### src/rtl/cpu_pkg.sv
// Shared CPU front-end types and constants: reset vector, NOP encoding,
// fetch FSM state encoding and the PC increment helper.
package cpu_pkg;

    localparam logic [31:0] RESET_PC_DEFAULT = 32'hBFC0_0000;
    localparam logic [31:0] NOP_INST         = 32'h0000_0000;

    typedef enum logic [1:0] {
        FS_REQ    = 2'd0,
        FS_WAIT   = 2'd1,
        FS_HOLD   = 2'd2,
        FS_CANCEL = 2'd3
    } fetch_state_e;

    // Modulo-2^32 increment, so 32'hFFFFFFFC wraps to 0.
    function automatic logic [31:0] pc_plus4(input logic [31:0] pc);
        return pc + 32'd4;
    endfunction

endpackage

### src/rtl/inst_fetch_if.sv
// Instruction SRAM-like port: single request/response handshake between
// the fetch stage (master) and the instruction memory (slave).
interface inst_fetch_if;

    logic        inst_req;
    logic [31:0] inst_addr;
    logic        inst_addr_ok;
    logic        inst_data_ok;
    logic [31:0] inst_rdata;

    modport master (
        output inst_req,
        output inst_addr,
        input  inst_addr_ok,
        input  inst_data_ok,
        input  inst_rdata
    );

    modport slave (
        input  inst_req,
        input  inst_addr,
        output inst_addr_ok,
        output inst_data_ok,
        output inst_rdata
    );

endinterface

### src/rtl/inst_hold_buf.sv
// One-entry instruction/PC buffer that parks a returned instruction while
// the decode stage is stalled.
module inst_hold_buf
    import cpu_pkg::*;
(
    input  logic        clk,
    input  logic        rst,
    input  logic        load,
    input  logic        clear,
    input  logic [31:0] load_inst,
    input  logic [31:0] load_pc,
    output logic        valid,
    output logic [31:0] inst,
    output logic [31:0] pc
);

    always_ff @(posedge clk) begin
        if (rst || clear) begin
            valid <= 1'b0;
            inst  <= NOP_INST;
            pc    <= '0;
        end else if (load) begin
            valid <= 1'b1;
            inst  <= load_inst;
            pc    <= load_pc;
        end
    end

endmodule

### src/rtl/inst_fetch.sv
// Instruction-fetch stage: PC generation, single-outstanding fetch handshake
// and IF/ID presentation. `define FETCH_ADEL_CHECK_EN adds the if_adel output.
//
//   state     | meaning
//   ----------+-----------------------------------------------------------
//   FS_REQ    | request pc on the bus (or present an ADEL bubble if misaligned)
//   FS_WAIT   | request accepted, waiting for the response
//   FS_HOLD   | response captured in the hold buffer while ID stalls
//   FS_CANCEL | flushed with a response still in flight; drop it
module inst_fetch
    import cpu_pkg::*;
#(
    parameter logic [31:0] RESET_PC = RESET_PC_DEFAULT
) (
    input  logic        clk,
    input  logic        rst,
    input  logic        stall_if_id,
    input  logic        flush_if_id,
    input  logic [31:0] flush_target,
    input  logic        branch_redirect,
    input  logic [31:0] branch_target,
    inst_fetch_if.master mem,
    output logic [31:0] if_inst,
    output logic [31:0] if_cur_instaddress,
    output logic [31:0] if_next_instaddress
`ifdef FETCH_ADEL_CHECK_EN
    ,
    output logic        if_adel
`endif
);

    fetch_state_e state, state_nxt;

    logic [31:0] pc;
    logic        pend_valid;
    logic [31:0] pend_target;

    logic        buf_valid;
    logic [31:0] buf_inst;
    logic [31:0] buf_pc;
    logic        buf_load;
    logic        buf_clear;

    logic        pc_misaligned;
    logic        inst_valid;
    logic [31:0] inst_word;
    logic [31:0] inst_pc;
    logic        accept;
    logic        show;

`ifdef FETCH_ADEL_CHECK_EN
    assign pc_misaligned = (pc[1:0] != 2'b00);
`else
    assign pc_misaligned = 1'b0;
`endif

    always_ff @(posedge clk) begin
        if (rst) begin
            state <= FS_REQ;
        end else begin
            state <= state_nxt;
        end
    end

    always_comb begin
        state_nxt = state;
        if (flush_if_id) begin
            case (state)
                FS_REQ:    state_nxt = (mem.inst_req && mem.inst_addr_ok) ? FS_CANCEL : FS_REQ;
                FS_WAIT,
                FS_CANCEL: state_nxt = mem.inst_data_ok ? FS_REQ : FS_CANCEL;
                default:   state_nxt = FS_REQ;
            endcase
        end else begin
            case (state)
                FS_REQ:    if (mem.inst_req && mem.inst_addr_ok) state_nxt = FS_WAIT;
                FS_WAIT:   if (mem.inst_data_ok) state_nxt = stall_if_id ? FS_HOLD : FS_REQ;
                FS_HOLD:   if (!stall_if_id) state_nxt = FS_REQ;
                FS_CANCEL: if (mem.inst_data_ok) state_nxt = FS_REQ;
                default:   state_nxt = FS_REQ;
            endcase
        end
    end

    always_comb begin
        mem.inst_req = 1'b0;
        inst_valid   = 1'b0;
        inst_word    = NOP_INST;
        inst_pc      = pc;
        buf_load     = 1'b0;
        case (state)
            FS_REQ: begin
                // A misaligned PC never reaches the bus; it retires as a NOP.
                if (pc_misaligned) begin
                    inst_valid = 1'b1;
                end else begin
                    mem.inst_req = 1'b1;
                end
            end
            FS_WAIT: begin
                inst_valid = mem.inst_data_ok;
                inst_word  = mem.inst_rdata;
                buf_load   = mem.inst_data_ok && stall_if_id && !flush_if_id;
            end
            FS_HOLD: begin
                inst_valid = buf_valid;
                inst_word  = buf_inst;
                inst_pc    = buf_pc;
            end
            default: ;
        endcase
    end

    assign mem.inst_addr = pc;

    assign accept    = inst_valid && !stall_if_id && !flush_if_id;
    assign buf_clear = flush_if_id || ((state == FS_HOLD) && accept);

    inst_hold_buf u_hold_buf (
        .clk       (clk),
        .rst       (rst),
        .load      (buf_load),
        .clear     (buf_clear),
        .load_inst (mem.inst_rdata),
        .load_pc   (pc),
        .valid     (buf_valid),
        .inst      (buf_inst),
        .pc        (buf_pc)
    );

    // pc only moves on accept, so it is always the address of the presented word.
    always_ff @(posedge clk) begin
        if (rst) begin
            pc          <= RESET_PC;
            pend_valid  <= 1'b0;
            pend_target <= '0;
        end else if (flush_if_id) begin
            pc         <= flush_target;
            pend_valid <= 1'b0;
        end else if (accept) begin
            pc         <= pend_valid      ? pend_target   :
                          branch_redirect ? branch_target : pc_plus4(pc);
            pend_valid <= 1'b0;
        end else if (branch_redirect) begin
            pend_valid  <= 1'b1;
            pend_target <= branch_target;
        end
    end

    assign show                = inst_valid && !flush_if_id && !rst;
    assign if_inst             = show ? inst_word : NOP_INST;
    assign if_cur_instaddress  = show ? inst_pc : 32'h0;
    assign if_next_instaddress = show ? pc_plus4(inst_pc) : 32'h0;

`ifdef FETCH_ADEL_CHECK_EN
    assign if_adel = show && (state == FS_REQ) && pc_misaligned;
`endif

endmodule

### src/flat_wrapper.sv
// flat-port wrapper written by rule: the top's interface ports become plain ports
module inst_fetch_flat import cpu_pkg::*;
#(
    parameter logic [31:0] RESET_PC = RESET_PC_DEFAULT
)
  (clk, rst, stall_if_id, flush_if_id, flush_target, branch_redirect, branch_target, if_inst, if_cur_instaddress, if_next_instaddress, mem_inst_req, mem_inst_addr, mem_inst_addr_ok, mem_inst_data_ok, mem_inst_rdata);
  inst_fetch_if mem_i ();
  input  logic clk;
  input  logic rst;
  input  logic stall_if_id;
  input  logic flush_if_id;
  input  logic [31:0] flush_target;
  input  logic branch_redirect;
  input  logic [31:0] branch_target;
  output logic [31:0] if_inst;
  output logic [31:0] if_cur_instaddress;
  output logic [31:0] if_next_instaddress;
  output wire logic [$bits(mem_i.inst_req)-1:0] mem_inst_req;
  output wire logic [$bits(mem_i.inst_addr)-1:0] mem_inst_addr;
  input wire logic [$bits(mem_i.inst_addr_ok)-1:0] mem_inst_addr_ok;
  input wire logic [$bits(mem_i.inst_data_ok)-1:0] mem_inst_data_ok;
  input wire logic [$bits(mem_i.inst_rdata)-1:0] mem_inst_rdata;
  assign mem_inst_req = mem_i.inst_req;
  assign mem_inst_addr = mem_i.inst_addr;
  assign mem_i.inst_addr_ok = mem_inst_addr_ok;
  assign mem_i.inst_data_ok = mem_inst_data_ok;
  assign mem_i.inst_rdata = mem_inst_rdata;
  inst_fetch #(.RESET_PC(RESET_PC)) u_core (.clk(clk), .rst(rst), .stall_if_id(stall_if_id), .flush_if_id(flush_if_id), .flush_target(flush_target), .branch_redirect(branch_redirect), .branch_target(branch_target), .mem(mem_i), .if_inst(if_inst), .if_cur_instaddress(if_cur_instaddress), .if_next_instaddress(if_next_instaddress));
endmodule
### config.mk
export PLATFORM = sky130hd
export DESIGN_NAME = inst_fetch_flat
export DESIGN_NICKNAME = d
export VERILOG_FILES = /design/src/rtl/cpu_pkg.sv /design/src/rtl/inst_fetch_if.sv /design/src/rtl/inst_hold_buf.sv /design/src/rtl/inst_fetch.sv /design/src/flat_wrapper.sv
export SDC_FILE = /design/constraint.sdc
export NUM_CORES = 1
export LEC_CHECK = 0
export ABC_AREA = 0
export BUFFER_PORTS_ARGS = -buffer_cell sky130_fd_sc_hd__buf_2
export CAP_MARGIN = 0
export CELL_PAD_IN_SITES_DETAIL_PLACEMENT = 2
export CELL_PAD_IN_SITES_GLOBAL_PLACEMENT = 2
export CORE_ASPECT_RATIO = 0.75
export CORE_MARGIN = 2
export CORE_UTILIZATION = 30
export DETAILED_ROUTE_END_ITERATION = 8
export PLACE_DENSITY = 0.84
export SYNTH_ARGS = -nofsm -noshare
export SYNTH_HDL_FRONTEND = slang
export SYNTH_HIERARCHICAL = 1
export SYNTH_SLANG_ARGS = --single-unit
### constraint.sdc
create_clock -name clk -period 4.29 [get_ports clk]
set_clock_uncertainty 0.1 [all_clocks]
set_input_delay 0.429 -clock clk [delete_from_list [all_inputs] [get_ports clk]]
set_output_delay 0.429 -clock clk [all_outputs]
set_load 0.005 [all_outputs]
After elaboration in Yosys (flattened, before gate mapping). Cells that the tools add are included.

Register bits after elaboration: 132. Input port bits: 103. Output and inout bits: 129. Word-level logic and storage cells: 59.

Add/sub/neg operators: 2. Equality and inequality tests: 7. Muxes and demuxes: 22. Bitwise operators: 2. Reduce and logical (&&, ||, !) cells: 19.

Operators by type and width (count): $mux W32 (8); $add A32 B3 Y32 const B (2); $pmux W32 S2 (1); $mux W2 (8); $ne A3 B3 Y1 const B (3); $logic_and A1 B1 Y1 (8); $pmux W2 S4 (1); $eq A2 B2 Y1 const B (2); $pmux W2 S2 (1); $reduce_and A4 Y1 (1); $logic_not A1 Y1 (3); $ne A3 B2 Y1 const B (1); $reduce_and A3 Y1 (1); $reduce_or A3 Y1 (1); $eq A2 B1 Y1 const B (1); $logic_not A2 Y1 (1); $logic_or A1 B1 Y1 (2); $mux W1 (2); $not A1 Y1 (2); $pmux W1 S2 (1); $reduce_bool A2 Y1 (1); $reduce_or A2 Y1 (1).

Longest topological paths before layout. Gate-level depths: netlist of the first run.

Depth after elaboration: 7. Depth in mapped cells: 15. Mapped depth without buffers: 10.

Hierarchy. Netlist of the first run, hierarchy kept.

By module, submodules not included: inst_fetch (times used 1, cells an instance 854, area an instance 5893.2 µm², seq. area each 1341.3 µm²); inst_hold_buf (times used 1, cells an instance 210, area an instance 2339.7 µm², seq. area each 1301.2 µm²).

Worst setup path after synthesis of the first run. No wires, ideal clock.

Path type: register to output. From: register u_core.state[0]. To: output if_next_instaddress[28]. Arrival: 2.960 ns. Data required time: 3.761 ns. Slack: 0.801 ns. Cell stages (with the launch flop): 15. Path buffers: 4. Path through: dfxtp_1 -> inv_1 -> ha_1 -> buf_4 -> buf_2 -> buf_2 -> buf_2 -> nand2_1 -> o21ai_0 -> ha_1 -> nand4_1 -> a21oi_1 -> nand2_1 -> or4_1 -> a21oi_1.

Word-level cells in the longest chain between the ends: 5. Elaborated cells on any way between the ends: 8. Those cells by class: add/sub: 1; eq/ne: 2; mux: 3; reduce/logical: 2.

Ends and longest elaborated chain: start, declared (RTL line inst_fetch.sv:32) `fetch_state_e state, state_nxt;`; start signal, assigned (RTL line inst_fetch.sv:61) `state <= state_nxt;`; parallel branches: the longest is 4 deep, another holds $add A32 B3 Y32; $mux W32 * (RTL line inst_fetch.sv:153) `assign if_next_instaddress = show ? pc_plus4(inst_pc) : 32'h0;`; end, declared (RTL line flat_wrapper.sv:17) `output logic [31:0] if_next_instaddress;`.

Every way passes the cells marked *.

Worst setup path after layout of the first run.
From: register u_core.state[0]. To: output if_next_instaddress[22].

Same word-level chain as after synthesis.

==> impl_metrics.csv, run 1 <==
group,metric,value,unit
run_status,status,"complete, no violations",
detailed_routing,drtIter0Drc,469,
place,dp_cells,1581,
floorplanning,coreArea,27000,µm²
yosys,syn-num-nets,1175,
clocking,clock_sinks,132,
critical_path,reg2reg_slack,1150,ps
critical_path,cpPeakStageDelay,340,ps
place,dp_slack,562.1,ps
sta,fmax,245.5,MHz
layout,drive_above_1_share,25.61,%
clocking,cts_root_buf,"clkbuf_16",
sta,finalWorstSetupSlack,216.7,ps
yosys,synth_cells,1064,
clocking,clk_latency,440,ps
yosys,synth.lib_cells_used.distinct,67,
yosys,synth_area_leaders,"dfxtp_1, mux2i_1, nor2_1, nand2_1, a21oi_1",
layout,area_growth,24.60,%
detailed_routing,drt_pre_antenna_iters,5,
detailed_routing,postRouteAntennaNets,0,
power_and_ir_drop,p_leak,0.003953,µW
floorplanning,fp-row-count,52,
critical_path,criticalPathCategory,"reg2out",
critical_path,start_kind,"register",
floorplanning,start_util,30.49,%
critical_path,r2r-end,"u_core/mem.inst_addr[25]",
global_routing,grt_pass1_wl,54290,µm
hold_path,holdCritStartpoint,"flush_target[14]",
detailed_routing,viasPerCell,5.426,
yosys,yosys_register_bits,132,
place,hpwl,25170,µm
floorplanning,ios,232,
sta,worstMarginPinSlew,959.8,ps
yosys,synth_area,8233,µm²
sta,post-route-period-util,94.95,%
clocking,cts_buffer_depth,2,
clocking,ctsHoldBuffers,0,
critical_path,cp_max_fo,6,
detailed_routing,vias,8784,
sta,hold_viol,0,
yosys,yosysTopAreaCell,"dfxtp_1",
yosys,avgSynthCellArea,7.738,µm²
power_and_ir_drop,power_density,354.0,nW/µm²
global_routing,grt_remaining_overflow,0,
detailed_routing,routedWlPerCell,21.49,µm
place,io_buffers,231,
critical_path,endpoint_kind,"output port",
critical_path,reg2reg_from,"u_core/state[0]",
yosys,yosys.area.top_type_share,32.10,%
sta,rsz0062_at_grt,"yes",
global_routing,grt_max_degree,102,
layout,final_common_cell,"buf_2",
layout,fin_nets,1363,
yosys,yosysSeqAreaShare,32.10,%
power_and_ir_drop,p_total,3631,µW
floorplanning,die_h,147.5,µm
layout,fin_util,37.99,%
detailed_routing,drt-total-wl,34790,µm
yosys,async_flop_share,0,%
global_routing,grt_pass1_vias,9461,
critical_path,rr_worst_depth,9,
critical_path,worstPathCellList,"inv_1, ha_4, nand2_1, o21ai_1, ha_1, nand4_1, a21oi_2, buf_4, buf_4, nand4_1, o21ai_1, nor3b_1, buf_2",
sta,slew_violations,0,
floorplanning,die-area,28800,µm²
clocking,cts_buffers,17,
sta,setup-tns-final,0,ps
place,gp_congestion,0.8532,
clocking,clk_pin_slew_worst_paths,60,ps
global_routing,track_usage,24.00,%
power_and_ir_drop,vdd_ir_drop_max,0.2574,mV
clocking,cts_max_level,4,
critical_path,worstPathRequired,3760,ps
layout,final_cell_mix,"buf_2, nor2_1, nand2_1",
hold_path,min_path_cells,3,
yosys,yosysWarnings,6,
yosys,synth-edff-count,0,
global_routing,antenna_found_initial,1,
job,drv_cap,0,
sta,final.min_clock_period,4073,ps
critical_path,cp_slowest_cell,"a21oi_2",
detailed_routing,drc_errors,0,
floorplanning,die_w,195.3,µm
sta,setup_viol_count_final,0,
sta,relSlewSlack,35.88,%
yosys,synth_flop_cell,"dfxtp_1",
hold_path,hold_class,"in2reg",
critical_path,crit_arrival,3540,ps
hold_path,whs_endpoint,"u_core/mem.inst_addr[14]",
clocking,cts_tree,"built",
layout,fin_cells,1619,
-- registers in the layout, indices dropped and copies added (netlist names) --
name,flops
u_core/mem.inst_addr,32
u_core/pend_target,32
u_core/u_hold_buf/inst,32
u_core/u_hold_buf/pc,32
u_core/state,2
u_core/pend_valid,1
u_core/u_hold_buf/valid,1
-- cell usage after synthesis (all sizes together) (17+ instances only) --
cell	instances
nor2	175
nand4	19
a21oi	63
a22oi	41
dfxtp	132
xnor2	17
buf	49
clkbuf	49
mux2i	99
nand3	29
nand2	133
nor3	18
o21ai	36
-- timing repair --
action	CTS	global route
buffers inserted	0	3
resized for setup	0	3
endpoints found under the setup margin	0	12
-- metrics by stage --
step	hold WS, ps	area (µm²)
2_1_floorplan	331.2	8233
3_3_place_gp	341.9	9618
3_5_place_dp	352.7	9618
4_1_cts	97.59	10220
5_1_grt	124.6	10260
6_report	117.7	10260
-- worst max-delay path by stage --
stage / from / end / slack, ps / cells past startpoint
final: u_core/state[0] / if_next_instaddress[22] / 220 / 13
after global routing: u_core/state[0] / if_next_instaddress[22] / -70 / 11
after CTS: u_core/state[0] / if_next_instaddress[22] / 40 / 12
after detailed placement: u_core/state[0] / if_next_instaddress[22] / 560 / 12
after global placement: u_core/state[0] / if_next_instaddress[22] / 720 / 9
after floorplan: u_core/state[0] / if_next_instaddress[28] / 800 / 14
-- final cells by class --
cell class | count | area, µm²
tap | 351 | 439.2
sequential | 132 | 2644
inverter | 14 | 52.55
antenna | 3 | 7.507
multi-input combinational | 820 | 5075
timing repair buffer | 267 | 1439
clock inverter | 13 | 158.9
clock buffer | 19 | 442.9
fill | 3167 | 16740
-- critical path, delay by kind of cell, from the launching register on --
| family | cells | cell delay [ps] |
|---|---|---|
| and+or+nand+nor | 4 | 820 |
| DFF | 1 | 320 |
| adders and majority gates | 2 | 510 |
| AOI/OAI and AO/OA | 3 | 740 |
| buffers and inverters | 4 | 690 |
-- logic make-up after synthesis --
logic type	synth area share (%)
compound gates	18.86
simple gates	25.29
fa+ha+maj	1.216
buf+inv	6.733
flops	32.10
xor+xnor	3.085
mux	12.72
-- power breakdown --
group | internal (µW) | switching [µW]
combinational | 280 | 471
sequential | 1270 | 68.9
clock | 926 | 612
-- per-layer routing --
layer | up-vias | share of wire (%) | track usage, %
met5 | - | 0 | 0
met4 | 0 | 1.5 | 6.145
met3 | 34 | 4.4 | 5.202
met2 | 170 | 47 | 40.09
met1 | 4418 | 47 | 31.51
li1 | 4162 | - | -
Power figures use the tool's default switching activity.
==> inputs of run 2 (changes only) <==
CELL_PAD_IN_SITES_DETAIL_PLACEMENT = unset   (was 2)
CELL_PAD_IN_SITES_GLOBAL_PLACEMENT = unset   (was 2)
CORE_UTILIZATION = 49   (was 30)
PLACE_DENSITY = unset   (was 0.84)
PLACE_DENSITY_LB_ADDON = 0.05   (was unset)
==> run 2 against run 1 <==
Clock power grew 9.7%; worst setup slack gained 230 ps; global-route usage is 3.3 points higher; register-to-register slack improved by 250 ps; critical endpoint is now if_next_instaddress[21]; clock-buffer cell count stayed put; design area shrank 1.9%; via count fell by 3.0%; sequential power about the same.
==> impl_metrics.csv, run 2 (synthesis gave the netlist of run 1 again) <==
group,metric,value,unit
layout,area_growth,22.22,%
floorplanning,coreArea,16620,µm²
global_routing,track_usage,27.33,%
job,drv_cap,0,
clocking,cts_max_level,4,
sta,rsz0062_at_grt,"no",
power_and_ir_drop,clock_power_share,45.2,%
critical_path,cp_max_fo,42,
clocking,clk_latency,420,ps
global_routing,grt_pass1_vias,7442,
critical_path,worstPathRequired,3760,ps
clocking,cts_buffer_depth,2,
place,io_buffers,231,
sta,fmax,260.0,MHz
detailed_routing,drt-total-wl,25580,µm
power_and_ir_drop,power_density,371.0,nW/µm²
floorplanning,start_util,49.53,%
critical_path,start_kind,"register",
layout,final_common_cell,"buf_2",
layout,fin_nets,1350,
hold_path,hold_class,"in2reg",
clocking,clock_sinks,132,
clocking,cts_buffers,17,
critical_path,endpoint_kind,"output port",
detailed_routing,routedWlPerCell,17.45,µm
layout,n_antenna_cell,0,
sta,worstMarginPinSlew,1188,ps
detailed_routing,vias,8520,
floorplanning,die_h,116.3,µm
critical_path,cp_top_family,"buffers and inverters",
layout,fin_util,60.54,%
floorplanning,die_w,153.7,µm
sta,hold_viol,0,
sta,final.min_clock_period,3846,ps
critical_path,path_buf_inv,4,
power_and_ir_drop,seqPwrFrac,36.2,%
global_routing,grt_remaining_overflow,0,
power_and_ir_drop,combPwrFrac,18.5,%
detailed_routing,drt_pre_antenna_iters,5,
global_routing,grtUsageMet2,42.01,%
sta,slew_violations,0,
floorplanning,die-area,17870,µm²
global_routing,met1_usage,39.23,%
sta,relSlewSlack,20.78,%
place,hpwl,17310,µm
critical_path,crit_arrival,3320,ps
sta,post-route-period-util,89.64,%
global_routing,grt_pass1_wl,39600,µm
power_and_ir_drop,p_leak,0.003927,µW
critical_path,worstPathCellList,"inv_1, ha_4, buf_6, nand4_1, a22oi_2, buf_4, nand4_1, o21ai_0, nor3b_1, buf_2",
detailed_routing,drc_errors,0,
power_and_ir_drop,switching_power,1059,µW
detailed_routing,viasPerCell,5.812,
critical_path,cp_common_cell,"nand4_1",
sta,setup-tns-final,0,ps
floorplanning,fp-row-count,41,
power_and_ir_drop,intPower,2674,µW
sta,setup_viol_count_final,0,
hold_path,holdCritStartpoint,"flush_target[5]",
power_and_ir_drop,vdd_ir_drop_max,0.2573,mV
critical_path,crit_path_start,"u_core/state[0]",
power_and_ir_drop,p_sw_share,28.37,%
global_routing,globalRoute.busiestLayer,"met2",
global_routing,antenna_found_initial,0,
critical_path,cpPeakStageDelay,390,ps
global_routing,grtUsageMet3,5.640,%
detailed_routing,drtIter0Drc,840,
place,gp_congestion,0.8529,
detailed_routing,postRouteAntennaNets,0,
layout,drive_above_1_share,24.62,%
global_routing,grt_max_degree,66,
critical_path,reg2reg_from,"u_core/state[1]",
run_status,status,"complete, no violations",
clocking,cts_root_buf,"clkbuf_16",
clocking,cts_tree,"built",
clocking,clk_pin_slew_worst_paths,60,ps
layout,final_cell_mix,"buf_2, nor2_1, nand2_1",
floorplanning,ios,232,
critical_path,cp_slowest_cell,"a22oi_2",
critical_path,criticalPathCategory,"reg2out",
## run 2: changes by cell type in the layout (fill, tap and decap cells not counted), sizes merged
cell	delta
buf	-13
bufinv	+3
clkinv	-4
clkinvlp	-1
diode	-3
inv	+1
## run 2: worst paths after layout
kind / slack [ps] / depth (start not counted) / endpoint
worst max-delay path: 440 / 10 / if_next_instaddress[21]
worst max register to register: 1400 / 6 / u_core/u_hold_buf/pc[16]
worst min register to register: 350 / 2 / u_core/pend_target[30]
worst min-delay path: 120 / 2 / u_core/mem.inst_addr[5]
## run 2: stage by stage
step           cell area [µm²]  hold slack, ps  worst slack (ps)  power (µW)  cells
6_report                 10060           115.8             444.3        3733   1466
5_1_grt                  10060           93.42             150.7        3895   1466
4_1_cts                  10020           96.60             174.8        3735   1463
3_5_place_dp              9336           347.2             637.3        2042   1432
3_3_place_gp              9336           341.3             716.7        2040   1432
2_1_floorplan             8233           331.2             801.5        1826   1064
## run 2: repair_timing
action | 4_1_cts | 5_1_grt
buffers inserted | 0 | 3
hold buffers | 0 | 0
endpoints found under the setup margin | 0 | 6
gates resized for setup | 0 | 1
## run 2: area by class of cell
type | instances | area, µm²
fill | 1589 | 6559
multi-input combinational | 820 | 5066
sequential | 132 | 2643
timing repair buffer | 254 | 1353
clock buffer | 19 | 452.9
tap | 215 | 269.0
clock inverter | 12 | 226.5
inverter | 14 | 52.55
## run 2: metal layers
metal  wire length (µm)  up-vias  part of all wire, %
li1                   -     4144                    -
met1              12010     4038                   47
met2              11480      319                   45
met3               1846       19                  7.2
met4                234        0                 0.91
met5                  0        -                    0
## run 2: worst register-to-register path: stages (launching register included)
cell	delay, ps
dfxtp_1	370
inv_1	140
ha_1	190
buf_4	390
and4_4	1070
mux2i_1	430
nor2_1	60
## run 2: power groups by stage
stage          Clock (µW)  Combinational [µW]  Sequential [µW]
2_1_floorplan           0                 485             1340
3_3_place_gp            0                 663             1380
3_5_place_dp            0                 664             1380
4_1_cts              1720                 669             1350
5_1_grt              1780                 759             1360
6_report             1690                 692             1350
==> inputs of run 3 (changes only) <==
SYNTH_HIERARCHICAL = unset   (was 1)
==> run 3 against run 2 <==
Worst setup slack lost 46 ps; routed wire length grew 5.0%; critical path depth shrank 1; critical path type unchanged.
==> impl_metrics.csv, run 3 <==
group,metric,value,unit
detailed_routing,vias,8905,
global_routing,grt_max_degree,66,
place,gp_congestion,0.8453,
yosys,yosysWarnings,0,
layout,final_cell_mix,"nand2_1, buf_2, dfxtp_1",
floorplanning,die_h,115.4,µm
global_routing,track_usage,29.50,%
clocking,postCtsSetupRepairBufs,0,
sta,post-route-period-util,90.72,%
hold_path,min_path_cells,3,
sta,slew_violations,0,
floorplanning,ios,232,
yosys,synthTopCellsByCount,"nand2_1, dfxtp_1, a21oi_1",
critical_path,start_kind,"register",
critical_path,cp_max_fo,26,
sta,worstMarginPinSlew,1080,ps
clocking,ctsHoldBuffers,0,
place,hpwl,18100,µm
yosys,synthSimpleGateAreaFrac,27.91,%
critical_path,endpoint_kind,"output port",
detailed_routing,routedWlPerCell,17.67,µm
global_routing,globalRoute.busiestLayer,"met2",
global_routing,grt_remaining_overflow,0,
sta,relSlewSlack,27.31,%
sta,setup_viol_count_final,0,
layout,fin_nets,1407,
yosys,yosysSeqAreaShare,32.61,%
critical_path,worstPathRequired,3760,ps
power_and_ir_drop,power_density,382.2,nW/µm²
yosys,syn-num-nets,1233,
detailed_routing,drtIter0Drc,884,
yosys,yosysTopAreaCell,"dfxtp_1",
yosys,synth-edff-count,0,
global_routing,grtUsageMet2,45.20,%
sta,setup-tns-final,0,ps
clocking,cts-resized-gates,0,
detailed_routing,drc_errors,0,
floorplanning,die_w,152.5,µm
detailed_routing,drt_pre_antenna_iters,5,
yosys,yosys.area.top_type_share,32.61,%
yosys,synth_flop_cell,"dfxtp_1",
critical_path,criticalPathCategory,"reg2out",
power_and_ir_drop,p_total,3829,µW
floorplanning,die-area,17590,µm²
layout,n_antenna_cell,0,
global_routing,grt_pass1_vias,8002,
clocking,clock_sinks,132,
detailed_routing,viasPerCell,5.862,
sta,hold_viol,0,
clocking,cts_max_level,4,
critical_path,rr_worst_depth,8,
yosys,synth_top_family_by_area,"simple AND/OR/NAND/NOR gates",
clocking,cts_root_buf,"clkbuf_16",
layout,final_common_cell,"nand2_1",
yosys,synth_xor_area_share,1.945,%
floorplanning,fp-row-count,40,
yosys,synth.lib_cells_used.distinct,73,
yosys,synth_area,8104,µm²
detailed_routing,drt-total-wl,26850,µm
clocking,cts_buffer_depth,2,
run_status,status,"complete, no violations",
yosys,yosys_register_bits,132,
global_routing,antenna_found_initial,0,
sta,fmax,256.9,MHz
layout,area_growth,23.65,%
job,drv_cap,0,
hold_path,hold_class,"in2reg",
floorplanning,start_util,50.29,%
global_routing,grtUsageMet3,5.956,%
power_and_ir_drop,vdd_ir_drop_max,0.2320,mV
global_routing,met1_usage,41.78,%
global_routing,grt_pass1_wl,42180,µm
sta,final.min_clock_period,3892,ps
yosys,synth_area_leaders,"dfxtp_1, nand2_1, a21oi_1, mux2i_1, nor2_1",
place,io_buffers,231,
clocking,cts_tree,"built",
yosys,yosys.cell_count.top_type,"nand2_1",
yosys,synth_compound_area_share,23.98,%
layout,drive_above_1_share,23.91,%
clocking,cts_buffers,17,
detailed_routing,postRouteAntennaNets,0,
sta,rsz0062_at_grt,"no",
clocking,clk_latency,420,ps
power_and_ir_drop,p_leak,0.003990,µW
floorplanning,coreArea,16120,µm²
layout,fillers,1502,
yosys,synth_fa_ha_area_share,1.235,%
clocking,clk_pin_slew_worst_paths,60,ps
yosys,muxShareOfSynthArea,5.496,%
yosys,avgSynthCellArea,7.223,µm²
critical_path,crit_arrival,3360,ps
yosys,async_flop_share,0,%
yosys,synth_cells,1122,
-- run 3: cell count changes after synthesis, sizes merged, moves of 7 or more --
cell / previous run / this run
nor4: 15 / 8
o21ai: 36 / 43
nand2: 133 / 251
clkbuf: 49 / 63
o211ai: 13 / 2
a21oi: 63 / 123
mux2i: 99 / 40
nor2: 175 / 106
-- run 3: layout make-up --
cell class | count | area, µm² | share of cell area, %
Clock buffer | 20 | 446.7 | 4.457
Clock inverter | 12 | 251.5 | 2.510
Inverter | 18 | 67.56 | 0.6742
Multi-Input combinational cell | 866 | 4943 | 49.33
Sequential cell | 132 | 2643 | 26.37
Tap cell | 210 | 262.8 | 2.622
Timing Repair Buffer | 261 | 1406 | 14.03
-- run 3: final timing paths --
| path | startpoint | end | slack [ps] |
|---|---|---|---|
| setup / recovery | u_core.state[0] | if_next_instaddress[29] | 400 |
| hold / removal | flush_target[6] | u_core.mem.inst_addr[6] | 130 |
| setup reg to reg | u_core.state[0] | u_core.mem.inst_addr[2] | 1350 |
| hold reg to reg | u_core.pend_target[2] | u_core.pend_target[2] | 350 |
-- run 3: routing by layer --
layer,vias to the layer above,share of wire [%]
li1,4313,-
met1,4158,46
met2,389,44
met3,45,8.2
met4,0,2.0
met5,-,0
-- run 3: report_power, final --
| group | switching (µW) | leakage, µW | total (µW) | internal, µW |
|---|---|---|---|---|
| logic | 471 | 0.00258 | 754 | 283 |
| registers | 59.1 | 0.00107 | 1330 | 1270 |
| clock network | 577 | 0.000331 | 1740 | 1170 |
| total | 1110 | 0.00399 | 3830 | 2720 |
-- run 3: metrics by stage --
step                hold WS (ps)  setup slack, ps  utilization, %  instances  area, µm²
floorplan                  335.9            657.6               -       1122       8104
global placement           342.4            706.1           57.73       1486       9303
finish                     129.8            398.2           62.18       1519      10020
global route               119.9            124.1           62.18       1519      10020
CTS                        114.8            186.2           62.06       1518      10000
detailed placement         346.3            634.6           57.73       1486       9303
-- run 3: cell families (layout without fill, tap and decap cells) --
group,after synthesis,after routing
AOI/OAI and AO/OA,298,298
xor gates and xnor gates,18,18
adders and majority gates,8,8
buffers and inverters,124,311
DFF,132,132
muxes,44,44
and+or+nand+nor,498,498
-- run 3: worst max-delay path, stage by stage (launching register included) --
cell,delay [ps]
dfxtp_1,330
inv_1,180
ha_4,400
buf_4,330
nand4_1,180
a22oi_2,480
nand2_1,270
nor4_1,260
mux2_2,370
buf_2,120
